`src/rtl/alarm_unit.sv`:
```
// Alarm comparator and ring/snooze controller fed by the time-of-day stage.
// Define ALARM_UNIT_SNOOZE_LIMIT_EN to cap snoozes at three per alarm.
module alarm_unit #(
  parameter int unsigned SNOOZE_MINS = 9,
  parameter int unsigned RING_MINS   = 5
) (
  input  logic       clk,
  input  logic       reset,
  input  logic       tick,
  input  logic [3:0] hours,
  input  logic [5:0] mins,
  input  logic       pm,
  input  logic       alarm_on,
  input  logic       alarm_set_en,
  input  logic [3:0] alarm_set_hours,
  input  logic [5:0] alarm_set_mins,
  input  logic       alarm_set_pm,
  input  logic       snooze,
  input  logic       dismiss,
  output logic       ring,
  output logic       snoozing,
  output logic [3:0] alarm_hours,
  output logic [5:0] alarm_mins,
  output logic       alarm_pm
);

  typedef enum logic [1:0] {
    IDLE,
    RINGING,
    SNOOZE
  } state_t;

  state_t     state_q, state_d;
  logic [3:0] ring_cnt_q, ring_cnt_d;
  logic [3:0] snz_cnt_q, snz_cnt_d;
  logic       tick_q;
  logic [3:0] al_hours_q;
  logic [5:0] al_mins_q;
  logic       al_pm_q;
  logic       match;
  logic       trigger;
  logic       snz_ok;

  // Delayed tick: only a minute rollover, never a set, can raise trigger
  assign match   = (hours == al_hours_q) &&
                   (mins == al_mins_q) &&
                   (pm == al_pm_q);
  assign trigger = match & tick_q;

`ifdef ALARM_UNIT_SNOOZE_LIMIT_EN
  logic [1:0] scnt_q, scnt_d;
  logic       snz_inc;

  assign snz_ok = (scnt_q != 2'd3);

  always_comb begin
    scnt_d = scnt_q;
    if (state_d == IDLE) begin
      scnt_d = 2'd0;
    end else if (snz_inc) begin
      scnt_d = scnt_q + 2'd1;
    end
  end

  always_ff @(posedge clk or negedge reset) begin
    if (!reset) begin
      scnt_q <= 2'd0;
    end else begin
      scnt_q <= scnt_d;
    end
  end
`else
  assign snz_ok = 1'b1;
`endif

  always_comb begin
    state_d    = state_q;
    ring_cnt_d = ring_cnt_q;
    snz_cnt_d  = snz_cnt_q;
`ifdef ALARM_UNIT_SNOOZE_LIMIT_EN
    snz_inc    = 1'b0;
`endif
    if (!alarm_on) begin
      state_d = IDLE;
    end else begin
      case (state_q)
        IDLE: begin
          if (trigger) begin
            state_d    = RINGING;
            ring_cnt_d = 4'(RING_MINS);
          end
        end
        RINGING: begin
          if (dismiss) begin
            state_d = IDLE;
          end else if (snooze && snz_ok) begin
            state_d   = SNOOZE;
            snz_cnt_d = 4'(SNOOZE_MINS);
`ifdef ALARM_UNIT_SNOOZE_LIMIT_EN
            snz_inc   = 1'b1;
`endif
          end else if (tick) begin
            if (ring_cnt_q <= 4'd1) begin
              state_d = IDLE;
            end else begin
              ring_cnt_d = ring_cnt_q - 4'd1;
            end
          end
        end
        SNOOZE: begin
          if (dismiss) begin
            state_d = IDLE;
          end else if (tick) begin
            if (snz_cnt_q <= 4'd1) begin
              state_d    = RINGING;
              ring_cnt_d = 4'(RING_MINS);
            end else begin
              snz_cnt_d = snz_cnt_q - 4'd1;
            end
          end
        end
        default: state_d = IDLE;
      endcase
    end
  end

  always_ff @(posedge clk or negedge reset) begin
    if (!reset) begin
      state_q    <= IDLE;
      ring_cnt_q <= 4'd0;
      snz_cnt_q  <= 4'd0;
      tick_q     <= 1'b0;
      al_hours_q <= 4'd12;
      al_mins_q  <= 6'd0;
      al_pm_q    <= 1'b0;
    end else begin
      state_q    <= state_d;
      ring_cnt_q <= ring_cnt_d;
      snz_cnt_q  <= snz_cnt_d;
      tick_q     <= tick;
      if (alarm_set_en) begin
        al_hours_q <= alarm_set_hours;
        al_mins_q  <= alarm_set_mins;
        al_pm_q    <= alarm_set_pm;
      end
    end
  end

  assign ring        = (state_q == RINGING);
  assign snoozing    = (state_q == SNOOZE);
  assign alarm_hours = al_hours_q;
  assign alarm_mins  = al_mins_q;
  assign alarm_pm    = al_pm_q;

endmodule

```
`config.mk`:
```
export PLATFORM = sky130hd
export DESIGN_NAME = alarm_unit
export DESIGN_NICKNAME = d
export VERILOG_FILES = /design/src/rtl/alarm_unit.sv
export SDC_FILE = /design/constraint.sdc
export NUM_CORES = 1
export LEC_CHECK = 0
export BUFFER_PORTS_ARGS = -buffer_cell sky130_fd_sc_hd__buf_2
export CAP_MARGIN = 20
export CORE_ASPECT_RATIO = 1.75
export CORE_MARGIN = 2
export CORE_UTILIZATION = 54
export CTS_CLUSTER_DIAMETER = 150
export DETAILED_ROUTE_END_ITERATION = 8
export PLACE_DENSITY = 0.87
export SLEW_MARGIN = 40
export SYNTH_ARGS = -nofsm -noshare
export SYNTH_HDL_FRONTEND = slang
export SYNTH_SLANG_ARGS = --single-unit
```
`constraint.sdc`:
```
create_clock -name clk -period 4.7 [get_ports clk]
set_input_delay 0.235 -clock clk [delete_from_list [all_inputs] [get_ports clk]]
set_output_delay 0.235 -clock clk [all_outputs]
set_load 0.02 [all_outputs]
```
After elaboration in Yosys (flattened, before gate mapping). Cells that the tools add are included.

Flip-flop bits (word level): 22. Bits of input ports: 29. Output and inout port bits: 13. Logic and storage cells: 65.

$add $sub $neg: 2. $lt $le $gt $ge: 2. Equality and inequality tests: 20. Multiplexer cells: 25. Bitwise operators: 1. Reduce and logical (&&, ||, !) cells: 8.

Operators with widths (count): 4-bit two-way mux (13); 2-bit two-way mux (9); 2-bit != test, second input constant (9); 4-bit one-hot mux with 3 select lines (1); 10-bit AND reduction (1); 4-bit by 1-bit <= comparator with 1-bit output, second input constant (2); 4-bit one-hot mux with 2 select lines (1); 4-bit by 1-bit subtractor with 4-bit output, second input constant (2); 7-bit AND reduction (1); 6-bit == test (1); 2-bit one-hot mux with 3 select lines (1); 5-bit by 4-bit != test with 1-bit output, second input constant (1); 5-bit != test, second input constant (1); 5-bit AND reduction (1); 4-bit == test (1); 4-bit by 3-bit != test with 1-bit output, second input constant (1); 4-bit != test, second input constant (1); 3-bit != test, second input constant (1); 3-bit nonzero test (1); 2-bit by 1-bit == test with 1-bit output, second input constant (1); 2-bit == test, second input constant (1); 1-bit logical AND (2); 2-bit logical NOT (1); 2-bit by 1-bit != test with 1-bit output, second input constant (1); other kinds (3) (3).

Logic depth before layout (Yosys ltp). Gate-level depths: netlist of the first run.

Depth in word-level cells: 7. Depth in mapped cells: 6. Depth with buffers taken out: 6.

Worst setup path after synthesis of the first run. OpenSTA, ideal clock, no wires.

Path kind: reg-to-reg. Start point: register snz_cnt_q[0]. End point: register snz_cnt_q[1]. Setup time: 0.125 ns. Arrival: 1.605 ns. Slack: 2.971 ns. Cell stages (with the launch flop): 7. Path buffers: 0. Cell sequence: dfrtp_1 inv_1 ha_1 nor2_1 o31ai_1 a21oi_2 mux2_2.

Word-level cells in the longest chain between the ends: 5. Elaborated cells between the ends (all ways): 8.

RTL lines: start, declared (line 35) `logic [3:0] snz_cnt_q, snz_cnt_d;`; start signal, assigned (line 139) `snz_cnt_q <= snz_cnt_d;`; 4-bit by 1-bit subtractor with 4-bit output (line 118) `snz_cnt_d = snz_cnt_q - 4'd1;`; 4-bit two-way mux (line 114) `if (snz_cnt_q <= 4'd1) begin`; 4-bit two-way mux (line 113) `end else if (tick) begin`; 4-bit two-way mux (line 111) `if (dismiss) begin`; 4-bit one-hot mux with 2 select lines (line 86) `case (state_q)`.

Several ways; a longest one is shown, not always the timed one. The select of a mux whose other input is x is not followed. A chain may end at the register's enable or synchronous reset.

Final worst setup path of the first run.
Start point: register state_q[1]. End point: register snz_cnt_q[1].

Word-level cells in the longest chain between the ends: 3. Elaborated cells between the ends (all ways): 10.

RTL lines: start, declared (line 33) `state_t state_q, state_d;`; start signal, assigned (line 137) `state_q <= state_d;`; 2-bit == test / 2-bit by 1-bit == test with 1-bit output (equally long branches) (line 86); 2-bit != test (no line) / 2-bit nonzero test (equally long branches); 7-bit AND reduction (no line).

Several ways; a longest one is shown, not always the timed one.

==> run metrics, run 1 <==
post-synthesis net count 152; number of synthesized flops with an enable pin 0; kind of critical path reg2reg; post-layout power 416 uW; maximum ir drop on the vdd rail 219 uV; clock period minus worst slack 1.89 ns; Max-slew headroom 63.0%; total internal power 302 uW; Yosys reg bits 22; largest driver fanout on the critical path 8; DRC violations left 0; final worst-path cycle share 40.2%; Data arrival, critical path 2.04 ns; asr flop ratio synth 100%; Worst Hold Launch tick; global-route wire length before repair 4590 um; Iteration-0 DRC Markers 38; Setup Skew 0.00379 ns; Switching Fraction 27.5%; kind of path behind the tightest hold check in2reg; commonest cells after routing, fill and taps aside 41 x buf_2, 20 x dfrtp_1, 12 x mux2_2; clock network power share 28.5%; global placer's final weighted congestion 0.778; Unique masters post-synth 40; clock input transition at the sequential cells of the worst setup and hold paths 0.07 ns; Skew-Pair Late Insertion Delay 0.26 ns; drt total wl 2810 um; largest net degree at the start of global routing 23; Worst setup startpoint state_q[1]; slew at the pin with the worst max-slew slack 0.552 ns; Port-buffer cells 41; via count 1110; number of H-tree levels 1; Routed wire per std cell 14.9 um; clock tree root driver cell clkbuf_8; via/cell ratio 5.90; CTS Buffer Depth 2; area of the core 2270 um^2; antenna-violating nets left 0; clock sinks 22; Post-Syn Area per Cell 10.9 um^2; Crit path required time 4.85 ns; die extent in y 68.8 um; worst hold margin 0.141 ns; total number of yosys warnings 0; starting utilization of the core area 56.9%; number of failing hold endpoints at the final stage 0; Final HPWL DP 2280 um; vias in the first global route 1154; Detailed Routing Iterations Pass 1 4; synthesized instance count 119; Post-Route Setup TNS 0 ns; type of element launching the critical path register; highest clock rate 529 MHz; leakage 0.000711 uW; Die Area 2820 um^2; top flip-flop cell by instance count after synthesis dfrtp_1; Final setup viols 0; part of the Yosys area used for sequential elements 42.7%; number of pins exceeding their max-slew limit in the final report 0; I/O pin count 42; Die W 41 um; cell area after synthesis 1290 um^2; sequential share of power 51.5%; net switching power 114 uW; P per Cell Area 264 nW/um^2; Area growth syn-to-layout 21.8%; critical path capture point type register; antenna violations before repair 0; Total Routing Usage GR 24.2%; clock tree from TritonCTS yes; count of max-cap constraint violations 0; run status finished, final reports clean; share of total power in combinational logic 20.0%; placement row count 23; overflow left after global routing 0; fraction of final layout cells sized beyond drive strength 1 41.7%; PostCTS Resize Cnt 0; most common library cell in the layout ignoring fill and taps buf_2; final-stage net count 197; count of antenna diodes in the layout 0; post-CTS repair timing setup buffer count 0; unrepaired setup endpoints after global routing false; Reg2Reg Launch Point state_q[1]; total clock buffers created by CTS 3
[power by group through the flow]
stage,Sequential [uW],Combinational [uW],Clock (uW)
after floorplan,228,37.7,0
after global placement,216,80.4,0
after detailed placement,217,82.7,0
after CTS,214,83.8,123
after global routing,216,89.7,134
final,214,83.2,119
[synthesized netlist by cell type (all sizes together) (2+ instances only)]
library cell / number / area [um^2]
inv: 10 / 40.0
mux2: 12 / 135
nand2b: 3 / 18.8
ha: 4 / 50.1
a211oi: 3 / 22.5
o2111ai: 2 / 17.5
dfstp: 2 / 52.6
dfrtp: 20 / 500
xnor2: 11 / 96.3
nand4: 6 / 37.5
a31o: 2 / 17.5
nor3: 4 / 20.0
o31ai: 2 / 15.0
nand2: 3 / 11.3
a21oi: 4 / 23.8
nor2: 9 / 33.8
[kinds of logic (layout without fill, tap and decap cells)]
kind of cell    Yosys count  in the layout  synth area share, %
compound gates           28             28                 18.7
fa+ha+maj                 4              4                 3.87
mux                      13             13                 11.2
buf+inv                  12             56                 4.26
xor+xnor                 11             11                 7.45
simple gates             29             29                 11.8
flops                    22             22                 42.7
[critical path: stages (launching register included)]
cell	delay (ns)
dfrtp_1	0.38
nand2b_1	0.39
inv_4	0.06
a221o_1	0.42
a21oi_2	0.18
mux2_2	0.35
[area by class of cell]
| type | count | area (um^2) |
|---|---|---|
| clock buffers | 4 | 45.0 |
| fillers | 152 | 698 |
| inverters | 10 | 40.0 |
| multi-input cells | 85 | 691 |
| flip-flops and latches | 22 | 553 |
| well taps | 25 | 31.3 |
| repair buffers | 42 | 215 |
[registers in the layout, indices dropped and copies added, names as in the netlist]
register / count
tick_q: 1
state_q: 2
ring_cnt_q: 4
alarm_mins: 6
snz_cnt_q: 4
alarm_hours: 4
alarm_pm: 1
[through the flow]
stage               setup WS (ns)  std cells  utilization [%]  area, um^2
global placement             2.82        183             66.6        1520
floorplan                    2.97        119                -        1290
finish                       2.81        188             69.3        1580
CTS                          2.66        188             69.1        1570
detailed placement           2.67        183             66.6        1520
global route                 2.71        188             69.3        1580
[repair_timing]
action | 4_1_cts | 5_1_grt
endpoints found under the setup margin | 0 | 0
hold endpoints to repair | 20 | 0
hold buffers | 1 | 0
[layer usage]
layer  part of all wire, %  GRT usage (%)  vias to the layer above
li1                      -              -                      533
met1                    37           22.6                      530
met2                    56           43.4                       39
met3                   4.9           5.13                        8
met4                   2.1           15.0                        0
met5                     0              0                        -
[worst paths after layout]
check                                 endpoint  slack (ns)  depth (start not counted)
worst max-delay path              snz_cnt_q[1]        2.81                          5
worst min-delay path                    tick_q        0.14                          1
worst max register to register    snz_cnt_q[1]        2.81                          5
worst min register to register    snz_cnt_q[1]        0.56                          1
max in group asynchronous       alarm_hours[2]        3.89                          2
min in group asynchronous        alarm_mins[0]        0.46                          2
Note: power is estimated with default switching activity, not from simulation.
==> inputs of run 2 (changes only) <==
CORE_UTILIZATION = 50   (was 54)
PLACE_DENSITY = 0.82   (was 0.87)
clock period = 1.75 ns   (was 4.7 ns; I/O delays follow)
==> run 2 against run 1 <==
Worst hold slack worse by 0.097 ns. Via count is 3.4% higher. Die area is 7.4% higher. Wire length is 8.9% higher. Critical path type unchanged. Largest cell class unchanged. Highest routed layer unchanged.
==> run metrics, run 2 (same netlist as run 1, synthesis figures left out) <==
run status finished, final reports clean; clock tree from TritonCTS yes; final worst-path cycle share 95.8%; kind of cell adding the most delay to the critical path compound AO/OA/AOI/OAI gates; total clock buffers created by CTS 3; placement row count 24; CTS Buffer Depth 2; via/cell ratio 5.92; Crit path required time 1.91 ns; Worst setup startpoint state_q[1]; clock tree root driver cell clkbuf_8; destination of the worst register-to-register timing path snz_cnt_q[1]; worst hold margin 0.0435 ns; overflow left after global routing 0; drt total wl 3060 um; clock period minus worst slack 1.68 ns; Final HPWL DP 2480 um; die extent in y 71.3 um; fraction of final layout cells sized beyond drive strength 1 47.6%; unrepaired setup endpoints after global routing true; Die Area 3030 um^2; kind of path behind the tightest hold check in2reg; area of the core 2460 um^2; Setup Skew 0.00229 ns; Crit path buffers/inverters 1; vias in the first global route 1199; Final setup viols 0; Reg area 553 um^2; number of pins exceeding their max-slew limit in the final report 0; I/O pin count 42; clock sinks 22; maximum single-stage delay on the critical path 0.41 ns; Reg2Reg Launch Point state_q[1]; number of H-tree levels 1; Port-buffer cells 41; highest-delay cell along the critical path dfrtp_1; kind of critical path reg2reg; Data arrival, critical path 1.84 ns; via count 1148; largest driver fanout on the critical path 5; Skew-Pair Late Insertion Delay 0.27 ns; Worst Hold Depth 2; Largest register FFs 6; count of max-cap constraint violations 0; worst reg2reg setup slack 0.07 ns; global placer's final weighted congestion 0.829; leakage 0.000723 uW; Worst Hold End alarm_hours[0]; Detailed Routing Iterations Pass 1 4; starting utilization of the core area 52.5%; clock input transition at the sequential cells of the worst setup and hold paths 0.08 ns; largest net degree at the start of global routing 23; post-route cell area 1650 um^2; final-stage net count 202; highest clock rate 596 MHz; DRC violations left 0; cell count of the worst reg-to-reg path 5; cell chain of the critical path or2b_4 -> inv_2 -> a221o_1 -> a21oi_2 -> mux2_2; Die W 42.5 um; area of the multi-input gates 711 um^2; Worst Hold Launch alarm_set_hours[0]; antenna-violating nets left 0; number of failing hold endpoints at the final stage 0; Routed wire per std cell 15.8 um; global-route wire length before repair 5040 um; type of element launching the critical path register; critical path capture point type register; commonest cells after routing, fill and taps aside 41 x buf_2, 20 x dfrtp_1, 12 x mux2_2; count of fill cells added during filler insertion 206; maximum ir drop on the vdd rail 570 uV; P per Cell Area 715 nW/um^2; Area growth syn-to-layout 27.3%; antenna violations before repair 0; slew at the pin with the worst max-slew slack 0.499 ns; total placed instance area 1540 um^2; Iteration-0 DRC Markers 29; post-layout power 1180 uW; Total Routing Usage GR 21.8%; Max-slew headroom 66.7%; most common library cell in the layout ignoring fill and taps buf_2; count of antenna diodes in the layout 0
[run 2: changes by cell type in the layout (fill, tap and decap cells not counted), sizes merged]
cell / before / now
buf: 41 / 45
dlygate4sd3: 1 / 2
[run 2: stage by stage]
step	util, %	setup WS [ns]	std cells	setup TNS (ns)
floorplan	-	0.0206	119	0
global placement	62.5	0.0528	187	0
detailed placement	62.5	-0.0103	187	-0.0103
CTS	65.5	0.0337	193	0
global route	66.9	-0.00924	194	-0.00924
finish	66.9	0.0728	194	0
[run 2: worst reg2reg max path, delay by kind of cell (launching register included)]
kind | cells | cell delay, ns
flops | 1 | 0.41
mux | 1 | 0.35
buf+inv | 1 | 0.05
simple gates | 1 | 0.22
compound gates | 2 | 0.54
[run 2: how the worst max path moves through the flow]
stage | endpoint | depth (start not counted)
finish | snz_cnt_q[1] | 5
global route | ring_cnt_q[0] | 6
CTS | snz_cnt_q[1] | 5
detailed placement | ring_cnt_q[0] | 6
global placement | ring_cnt_q[0] | 6
floorplan | snz_cnt_q[1] | 6
[run 2: where the power goes]
part           internal, uW  total, uW  switching, uW
combinational           107        229            123
sequential              544        575           30.6
clock                   201        374            173
total                   852       1180            326
[run 2: metal layers]
layer / track usage (%) / share of wire [%] / vias up
li1: - / - / 544
met1: 21.2 / 33 / 546
met3: 2.52 / 4.8 / 13
met5: 0 / 0 / -
met4: 12.2 / 3.8 / 0
met2: 42.2 / 58 / 45
[run 2: final cells by class]
cell class	count	share of cell area (%)
multi-input cells	85	43.2
flip-flops and latches	22	33.6
repair buffers	47	15.5
clock buffers	4	3.34
inverters	10	2.43
well taps	26	1.98
[run 2: repair_timing]
item                                    in CTS  in global routing
endpoints found under the hold margin       21                  0
pin swaps                                    1                  3
gates cloned                                 0                  0
buffers inserted                             0                  1
gates resized for setup                      0                  9
hold buffers                                 2                  0
endpoints found under the setup margin       1                  6
==> inputs of run 3 (changes only) <==
CORE_UTILIZATION = 52   (was 50)
CTS_BUF_LIST = sky130_fd_sc_hd__clkbuf_4   (was not set)
PLACE_DENSITY = 0.85   (was 0.82)
==> run 3 against run 2 <==
First-iteration DRC count shrank 14%. Non-clock buffer count grew 7. Combinational power grew 8%. Critical path depth is the same. Worst hold slack lost 0.027 ns. Setup slack lost 0.031 ns. Register-to-register slack lost 0.03 ns.
==> run metrics, run 3 (same netlist as run 1, synthesis figures left out) <==
number of H-tree levels 1; Die Area 2920 um^2; number of pins exceeding their max-slew limit in the final report 0; critical path capture point type register; Worst Hold End alarm_hours[0]; slew at the pin with the worst max-slew slack 0.501 ns; count of antenna diodes in the layout 0; CTS Buffer Depth 2; Data arrival, critical path 1.91 ns; Final HPWL DP 2410 um; Detailed Routing Iterations Pass 1 4; worst setup margin 0.0422 ns; most common library cell in the layout ignoring fill and taps buf_2; total clock buffers created by CTS 3; fraction of final layout cells sized beyond drive strength 1 45.7%; clock period minus worst slack 1.71 ns; worst reg2reg setup slack 0.04 ns; Routed wire per std cell 16.2 um; Max-slew headroom 66.3%; leakage 0.000761 uW; largest driver fanout on the critical path 5; kind of critical path reg2reg; Worst Hold Launch alarm_set_hours[0]; via/cell ratio 5.85; Iteration-0 DRC Markers 25; clock sinks 22; Area growth syn-to-layout 33.6%; maximum ir drop on the vdd rail 628 uV; DRC violations left 0; area of the core 2330 um^2; Port-buffer cells 41; placement row count 23; count of max-cap constraint violations 0; kind of path behind the tightest hold check in2reg; Skew-Pair Late Insertion Delay 0.30 ns; P per Cell Area 699 nW/um^2; pre-CTS setup slack -0.0271 ns; overflow left after global routing 0; Setup Skew 0.00832 ns; die extent in y 70.0 um; Reg2Reg Launch Point state_q[1]; commonest cells after routing, fill and taps aside 41 x buf_2, 20 x dfrtp_1, 12 x mux2_2; I/O pin count 42; Die W 41.7 um; Crit path required time 1.95 ns; antenna-violating nets left 0; final worst-path cycle share 97.6%; post-layout power 1210 uW; starting utilization of the core area 55.5%; Worst Hold Depth 2; type of element launching the critical path register; global placer's final weighted congestion 0.913; drt total wl 3240 um; clock tree from TritonCTS yes; antenna violations before repair 0; destination of the worst register-to-register timing path snz_cnt_q[2]; global-route wire length before repair 5290 um; Largest register FFs 6; highest clock rate 586 MHz; clock input transition at the sequential cells of the worst setup and hold paths 0.12 ns; number of failing hold endpoints at the final stage 0; Post-Route Setup TNS 0 ns; largest net degree at the start of global routing 23; cell count of the worst reg-to-reg path 5; run status finished, final reports clean; clock tree root driver cell clkbuf_4; Total Routing Usage GR 23.0%; vias in the first global route 1269; via count 1170; Final setup viols 0; final-stage net count 209
==> run 3: cell count changes in the layout (fill, tap and decap cells not counted), moves of 2 or more <==
cell,delta
clkbuf_8,-4
ha_2,-2
clkbuf_4,+3
ha_1,+2
dlygate4sd3_1,+7
==> run 3: metal layers <==
layer  GRT usage (%)  wire length (um)  up-vias  share of wire [%]
li1                -                 -      556                  -
met1            22.2              1150      568                 35
met2            44.8              1930       42                 59
met3            2.07               135        4                4.2
met4            12.5                36        0                1.1
met5               0                 0        -                  0
==> run 3: worst max path at each step <==
stage	cells after the start	from	end
after floorplan	6	snz_cnt_q[0]	snz_cnt_q[1]
after global placement	6	ring_cnt_q[0]	ring_cnt_q[0]
after detailed placement	6	ring_cnt_q[0]	ring_cnt_q[0]
after CTS	5	state_q[1]	snz_cnt_q[1]
after global routing	4	alarm_pm	ring_cnt_q[1]
final	5	state_q[1]	snz_cnt_q[2]
==> run 3: timing repair <==
action | in CTS | in global routing
hold buffers | 5 | 4
gates resized for setup | 1 | 10
pin swaps | 0 | 2
setup endpoints to repair | 2 | 6
buffers inserted | 0 | 1
hold endpoints to repair | 24 | 4
==> run 3: report_power, final <==
group	switching, uW	internal (uW)	leakage [uW]	total (uW)
Combinational	130	118	0.000477	248
Sequential	32.4	544	0.000256	577
Clock	151	231	0.0000279	383
Total	314	894	0.000761	1210
==> run 3: cell type report <==
type                    count  area, um^2
clock buffers               3        22.5
clock inverters             1        30.0
fillers                   180         603
inverters                  10        40.0
multi-input cells          85         726
flip-flops and latches     22         553
well taps                  25        31.3
repair buffers             54         325
==> run 3: worst max-delay path: stages (launching register included) <==
cell and delay [ns]:
dfrtp_1 0.43, or2b_4 0.21, inv_2 0.05, a221o_2 0.40
a21o_1 0.21, o32ai_1 0.31
==> run 3: metrics by stage <==
stage | std cells | util, % | instance area, um^2 | hold slack (ns)
finish | 200 | 74.1 | 1730 | 0.0163
detailed placement | 186 | 66.0 | 1540 | 0.0714
CTS | 195 | 70.5 | 1640 | 0.00259
global placement | 186 | 66.0 | 1540 | 0.0663
global route | 200 | 74.1 | 1730 | 0.00438
floorplan | 119 | - | 1290 | -0.208
